$ cat src/rtl/fetch_queue_unit.sv
// Instruction fetch stage: sequential PC generation, 1-cycle imem reads and a
// circular decoupling queue toward decode. Optional counters: FETCH_PERF_CNT_EN.
module fetch_queue_unit #(
  parameter int                ADDR_W   = 32,
  parameter int                DATA_W   = 32,
  parameter int                DEPTH    = 4,
  parameter logic [ADDR_W-1:0] RESET_PC = '0
) (
  input  logic              CLK,
  input  logic              RST,
  input  logic              redirect_valid,
  input  logic [ADDR_W-1:0] redirect_pc,
  output logic              imem_en,
  output logic [ADDR_W-1:0] imem_addr,
  input  logic [DATA_W-1:0] imem_rdata,
  output logic              out_valid,
  output logic [DATA_W-1:0] out_instr,
  output logic [ADDR_W-1:0] out_pc,
  input  logic              out_ready
`ifdef FETCH_PERF_CNT_EN
  ,
  output logic [31:0]       perf_fetch_cnt,
  output logic [31:0]       perf_stall_cnt
`endif
);

  localparam int CNT_W = $clog2(DEPTH + 1);
  localparam int PTR_W = (DEPTH > 1) ? $clog2(DEPTH) : 1;

  logic [ADDR_W-1:0] fetch_pc;
  logic [ADDR_W-1:0] issued_pc;
  logic              inflight;
  logic [CNT_W-1:0]  count;
  logic [PTR_W-1:0]  rd_ptr;
  logic [PTR_W-1:0]  wr_ptr;

  logic [ADDR_W-1:0] q_pc    [DEPTH];
  logic [DATA_W-1:0] q_instr [DEPTH];

  logic [CNT_W:0]    credit_used;
  logic              has_space;
  logic              issue;
  logic              push;
  logic              pop;
  logic [ADDR_W-1:0] redirect_target;

  function automatic logic [PTR_W-1:0] ptr_inc(input logic [PTR_W-1:0] p);
    if (p == PTR_W'(DEPTH - 1)) return '0;
    else                        return p + PTR_W'(1);
  endfunction

  // A fetch reserves its queue slot at issue time, so a push always fits.
  assign credit_used     = {1'b0, count} + {{CNT_W{1'b0}}, inflight};
  assign has_space       = credit_used < (CNT_W + 1)'(DEPTH);
  assign issue           = !RST && !redirect_valid && has_space;
  assign push            = inflight && !redirect_valid;
  assign pop             = out_valid && out_ready;
  assign redirect_target = redirect_pc & ~ADDR_W'(3);

  assign imem_en   = issue;
  assign imem_addr = fetch_pc;
  assign out_valid = (count != '0);
  assign out_pc    = q_pc[rd_ptr];
  assign out_instr = q_instr[rd_ptr];

  always_ff @(posedge CLK) begin
    if (RST) begin
      fetch_pc  <= RESET_PC;
      issued_pc <= RESET_PC;
      inflight  <= 1'b0;
      count     <= '0;
      rd_ptr    <= '0;
      wr_ptr    <= '0;
    end else if (redirect_valid) begin
      fetch_pc <= redirect_target;
      inflight <= 1'b0;
      count    <= '0;
      rd_ptr   <= '0;
      wr_ptr   <= '0;
    end else begin
      inflight <= issue;
      if (issue) begin
        fetch_pc  <= fetch_pc + ADDR_W'(4);
        issued_pc <= fetch_pc;
      end
      if (push) wr_ptr <= ptr_inc(wr_ptr);
      if (pop)  rd_ptr <= ptr_inc(rd_ptr);
      if (push && !pop)      count <= count + CNT_W'(1);
      else if (!push && pop) count <= count - CNT_W'(1);
    end
  end

  always_ff @(posedge CLK) begin
    if (!RST && push) begin
      q_pc[wr_ptr]    <= issued_pc;
      q_instr[wr_ptr] <= imem_rdata;
    end
  end

`ifdef FETCH_PERF_CNT_EN
  logic stall;

  // Stall counts only credit back-pressure, never reset or redirect cycles.
  assign stall = !RST && !redirect_valid && !has_space;

  always_ff @(posedge CLK) begin
    if (RST) begin
      perf_fetch_cnt <= '0;
      perf_stall_cnt <= '0;
    end else begin
      if (pop)   perf_fetch_cnt <= perf_fetch_cnt + 32'd1;
      if (stall) perf_stall_cnt <= perf_stall_cnt + 32'd1;
    end
  end
`else
  // No performance counters in this build.
`endif

endmodule

$ cat config.mk
export PLATFORM = sky130hd
export DESIGN_NAME = fetch_queue_unit
export DESIGN_NICKNAME = d
export VERILOG_FILES = /design/src/rtl/fetch_queue_unit.sv
export SDC_FILE = /design/constraint.sdc
export NUM_CORES = 1
export LEC_CHECK = 0
export ABC_AREA = 1
export ABC_CLOCK_PERIOD_IN_PS = 11100
export CORE_ASPECT_RATIO = 0.6
export CORE_MARGIN = 2
export CORE_UTILIZATION = 30
export CTS_CLUSTER_DIAMETER = 100
export CTS_CLUSTER_SIZE = 12
export DETAILED_ROUTE_END_ITERATION = 16
export PLACE_DENSITY = 0.5
export SLEW_MARGIN = 25
export SYNTH_ARGS = -nofsm -noshare
export SYNTH_HDL_FRONTEND = slang
export SYNTH_SLANG_ARGS = --single-unit
$ cat constraint.sdc
create_clock -name CLK -period 11.1 [get_ports CLK]
set_input_delay 2.22 -clock CLK [delete_from_list [all_inputs] [get_ports CLK]]
set_output_delay 2.22 -clock CLK [all_outputs]
set_load 0.02 [all_outputs]
==> metrics.txt <==
Arr. time, crit path=4.08 ns; setup_tns=0 ns; most used routing layer=met2; clk sink count=318; number of non-filler instances in the completed layout=1906; Hold-fix buffers, CTS=0; post-route worst hold slack=0.444 ns; Peak Freq=0.159 GHz; Final Hold Fails=0; routed wire length per instance=17.5 um; fraction of the mapped netlist area in adder cells=0.838%; post-route DRC violation count=0; number of buffers on the longest clock path=3; post-layout minimum cycle time=6.30 ns; Total Routing Usage GR=14.7%; post-route setup slack=4.80 ns; Crit Path Class=input pin to primary output; number of distinct library cells after synthesis=38; Cell Pwr Density=155 nW/um2; Critical R2R Launch=count[1]; cell area after synthesis=12800 um2; max-slew violation total from the final report=0; number of nets in the layout=1389; Clk Tree Root Cell=clkbuf_16; GR met1 Demand/Resource=21.1%; number of setup buffers added after CTS=0; Overflow after GRT=0; antenna violations before repair=0; area share of xor/xnor cells in the synthesized design=0.273%; Post-Place Cell Area=15000 um2; largest clock skew in the final design=0.0141 ns; global-route wire length before repair=51000 um; endpoint of the worst-slack reg-to-reg timing path=imem_addr[18]; register-to-register setup slack=8.69 ns; fraction of the cycle the final worst path needs=56.8%; worst hold path type=register to register; last weighted congestion value of the routability-driven placer=0.821; Ys Warns=0; max-cap violations=0; vertical extent of the die=164 um; fraction of final layout cells sized beyond drive strength 1=4.79%; final setup violation count=0; part of the Yosys area used for sequential elements=68.9%; required time worst endpoint=8.88 ns; via count of the first global-routing pass=8506; relative max-transition margin=32.5%; area of the core region=42100 um2; Synth Register Bits=318; Starting DRT DRC Count=550; cells resized by post-CTS repair=0; vias per cell=4.71; clock tree from TritonCTS=built; combinational family with the most area after synthesis=simple AND/OR/NAND/NOR gates; clock transition at the register clock pins on the worst setup and hold paths after CTS=0.06 ns; effective utilization at floorplan=30.5%; IR Drop Worst-Case VDD=0.000110 V; number of detailed-route iterations in the first pass=7; final wirelength=33400 um; placement-stage worst setup slack=4.81 ns; fill count=4156; antenna cell count=0; pin slew with the least headroom to its limit=1.01 ns; count of input and output buffers=159; GR Util met3=3.27%; Inserted Clock Buffers=30; DP HPWL=20400 um; die boundary width=271 um; multiplexer share of the synthesized area=0%; number of core rows=58; maximum number of pins on one net before global-route repair=91; via count of the routed design=8977; fin area=15900 um2; R2R cell count=6; average instance area after synthesis=11.0 um2; kind of launch point of the worst setup path=input pin; run status=completed; H-Tree Depth=1; Final Power=2.45 mW; worst setup path startpoint=RST; unrepaired setup endpoints after global routing=no; total die area=44500 um2; Post-Route Utilization=37.7%; number of placed instances, taps included=1851; simple-gate area share of the yosys netlist=13.1%; Crit. End Element=primary output; Clock Latency Late Sink=0.57 ns; instance count of the mapped netlist=1172; complex-gate fraction of the synthesized area=12.2%; capturing instance or port of the critical path=imem_en; leakage component of the power=5.32 nW; met2 Use GR=23.0%; antenna viol nets, final=0; number of ports placed on the die boundary=166; Critical Path Fanout Max=38; signed area change from the synthesized netlist to the final layout=23.6%
state kept, by name, indices dropped and copies added (netlist names), named ones only:
register,flops
wr_ptr,2
imem_addr,30
q_instr,128
rd_ptr,2
count,3
q_pc,120
inflight,1
issued_pc,30
worst max-delay path, cell delays in order:
cell and delay (ns):
clkdlybuf4s50_1 0.40, buf_4 0.28, nor2_8 0.22, nand2_2 0.10
nor2_4 0.19, clkdlybuf4s50_1 0.64
worst min-delay path by stage:
| stage | startpoint | endpoint | slack (ns) | cells after the start |
|---|---|---|---|---|
| 2_1_floorplan | count[2] | count[2] | 0.42 | 1 |
| 3_3_place_gp | count[2] | count[2] | 0.44 | 1 |
| 6_report | count[2] | count[2] | 0.44 | 1 |
| 4_1_cts | count[2] | count[2] | 0.45 | 1 |
| 5_1_grt | count[2] | count[2] | 0.48 | 1 |
| 3_5_place_dp | count[2] | count[2] | 0.44 | 1 |
Yosys cell counts (all sizes together):
cell type / number / area, um2
xor2: 4 / 35.0
edfxtp: 248 / 7450
dfxtp: 70 / 1400
o21a: 1 / 7.51
conb: 1 / 3.75
o21ai: 169 / 846
o211ai: 1 / 7.51
a22oi: 2 / 15.0
nand4: 4 / 25.0
nand3: 40 / 218
clkbuf: 39 / 148
nor3: 12 / 60.1
a211oi: 9 / 67.6
or2: 1 / 6.26
inv: 80 / 300
and2: 2 / 12.5
o22ai: 62 / 388
a31oi: 4 / 25.0
nor2: 217 / 851
a21oi: 37 / 185
a21boi: 1 / 7.51
o211a: 2 / 20.0
nand2: 131 / 497
buf: 26 / 158
ha: 7 / 87.6
nand3b: 1 / 7.51
fa: 1 / 20.0
layout by cell type, fill, tap and decap left out, drive strengths merged:
cell           instances
inv                   79
xor2                   4
a31oi                  4
dfxtp                 70
clkdlybuf4s50        159
o21a                   1
clkinv                 2
fa                     1
and2                   2
o211ai                 1
o211a                  2
conb                   4
nand2                131
nand3b                 1
ha                     7
buf                   12
edfxtp               248
nand4                  4
a22oi                  2
a21oi                 37
a211oi                 9
nor2                 217
o21ai                169
a21boi                 1
or2                    1
o22ai                 62
nor3                  12
nand3                 40
clkbuf                54
cells by family (layout without fill, tap and decap cells):
logic type,Yosys count,count (layout)
AO/OA/AOI/OAI,288,288
XOR/XNOR,4,4
flip-flops,318,318
AND/OR/NAND/NOR,408,408
adder cells (fa/ha/maj),8,8
buffers and inverters,145,306
other,1,4
report_power, final:
part	switching, mW	internal [mW]	leakage [nW]
Sequential	0.0252	1.31	2.76
Clock	0.432	0.520	0.413
Combinational	0.0993	0.0724	2.14
Total	0.557	1.90	5.32
cell type report:
| cell class | count | area (um2) | share of cell area [%] |
|---|---|---|---|
| multi-input combinational | 712 | 3430 | 21.6 |
| tap | 570 | 713 | 4.49 |
| clock inverter | 1 | 8.76 | 0.0552 |
| timing repair buffer | 171 | 1710 | 10.7 |
| clock buffer | 54 | 862 | 5.43 |
| inverter | 80 | 302 | 1.90 |
| sequential | 318 | 8850 | 55.8 |
metal layers:
layer	vias to the layer above	share of wire [%]	wire length, um
met5	-	0	0
met4	0	1.3	425
met3	33	5.4	1790
met2	189	44	14800
met1	4371	49	16400
li1	4384	-	-
No activity file was read; power rests on OpenSTA's default activity.
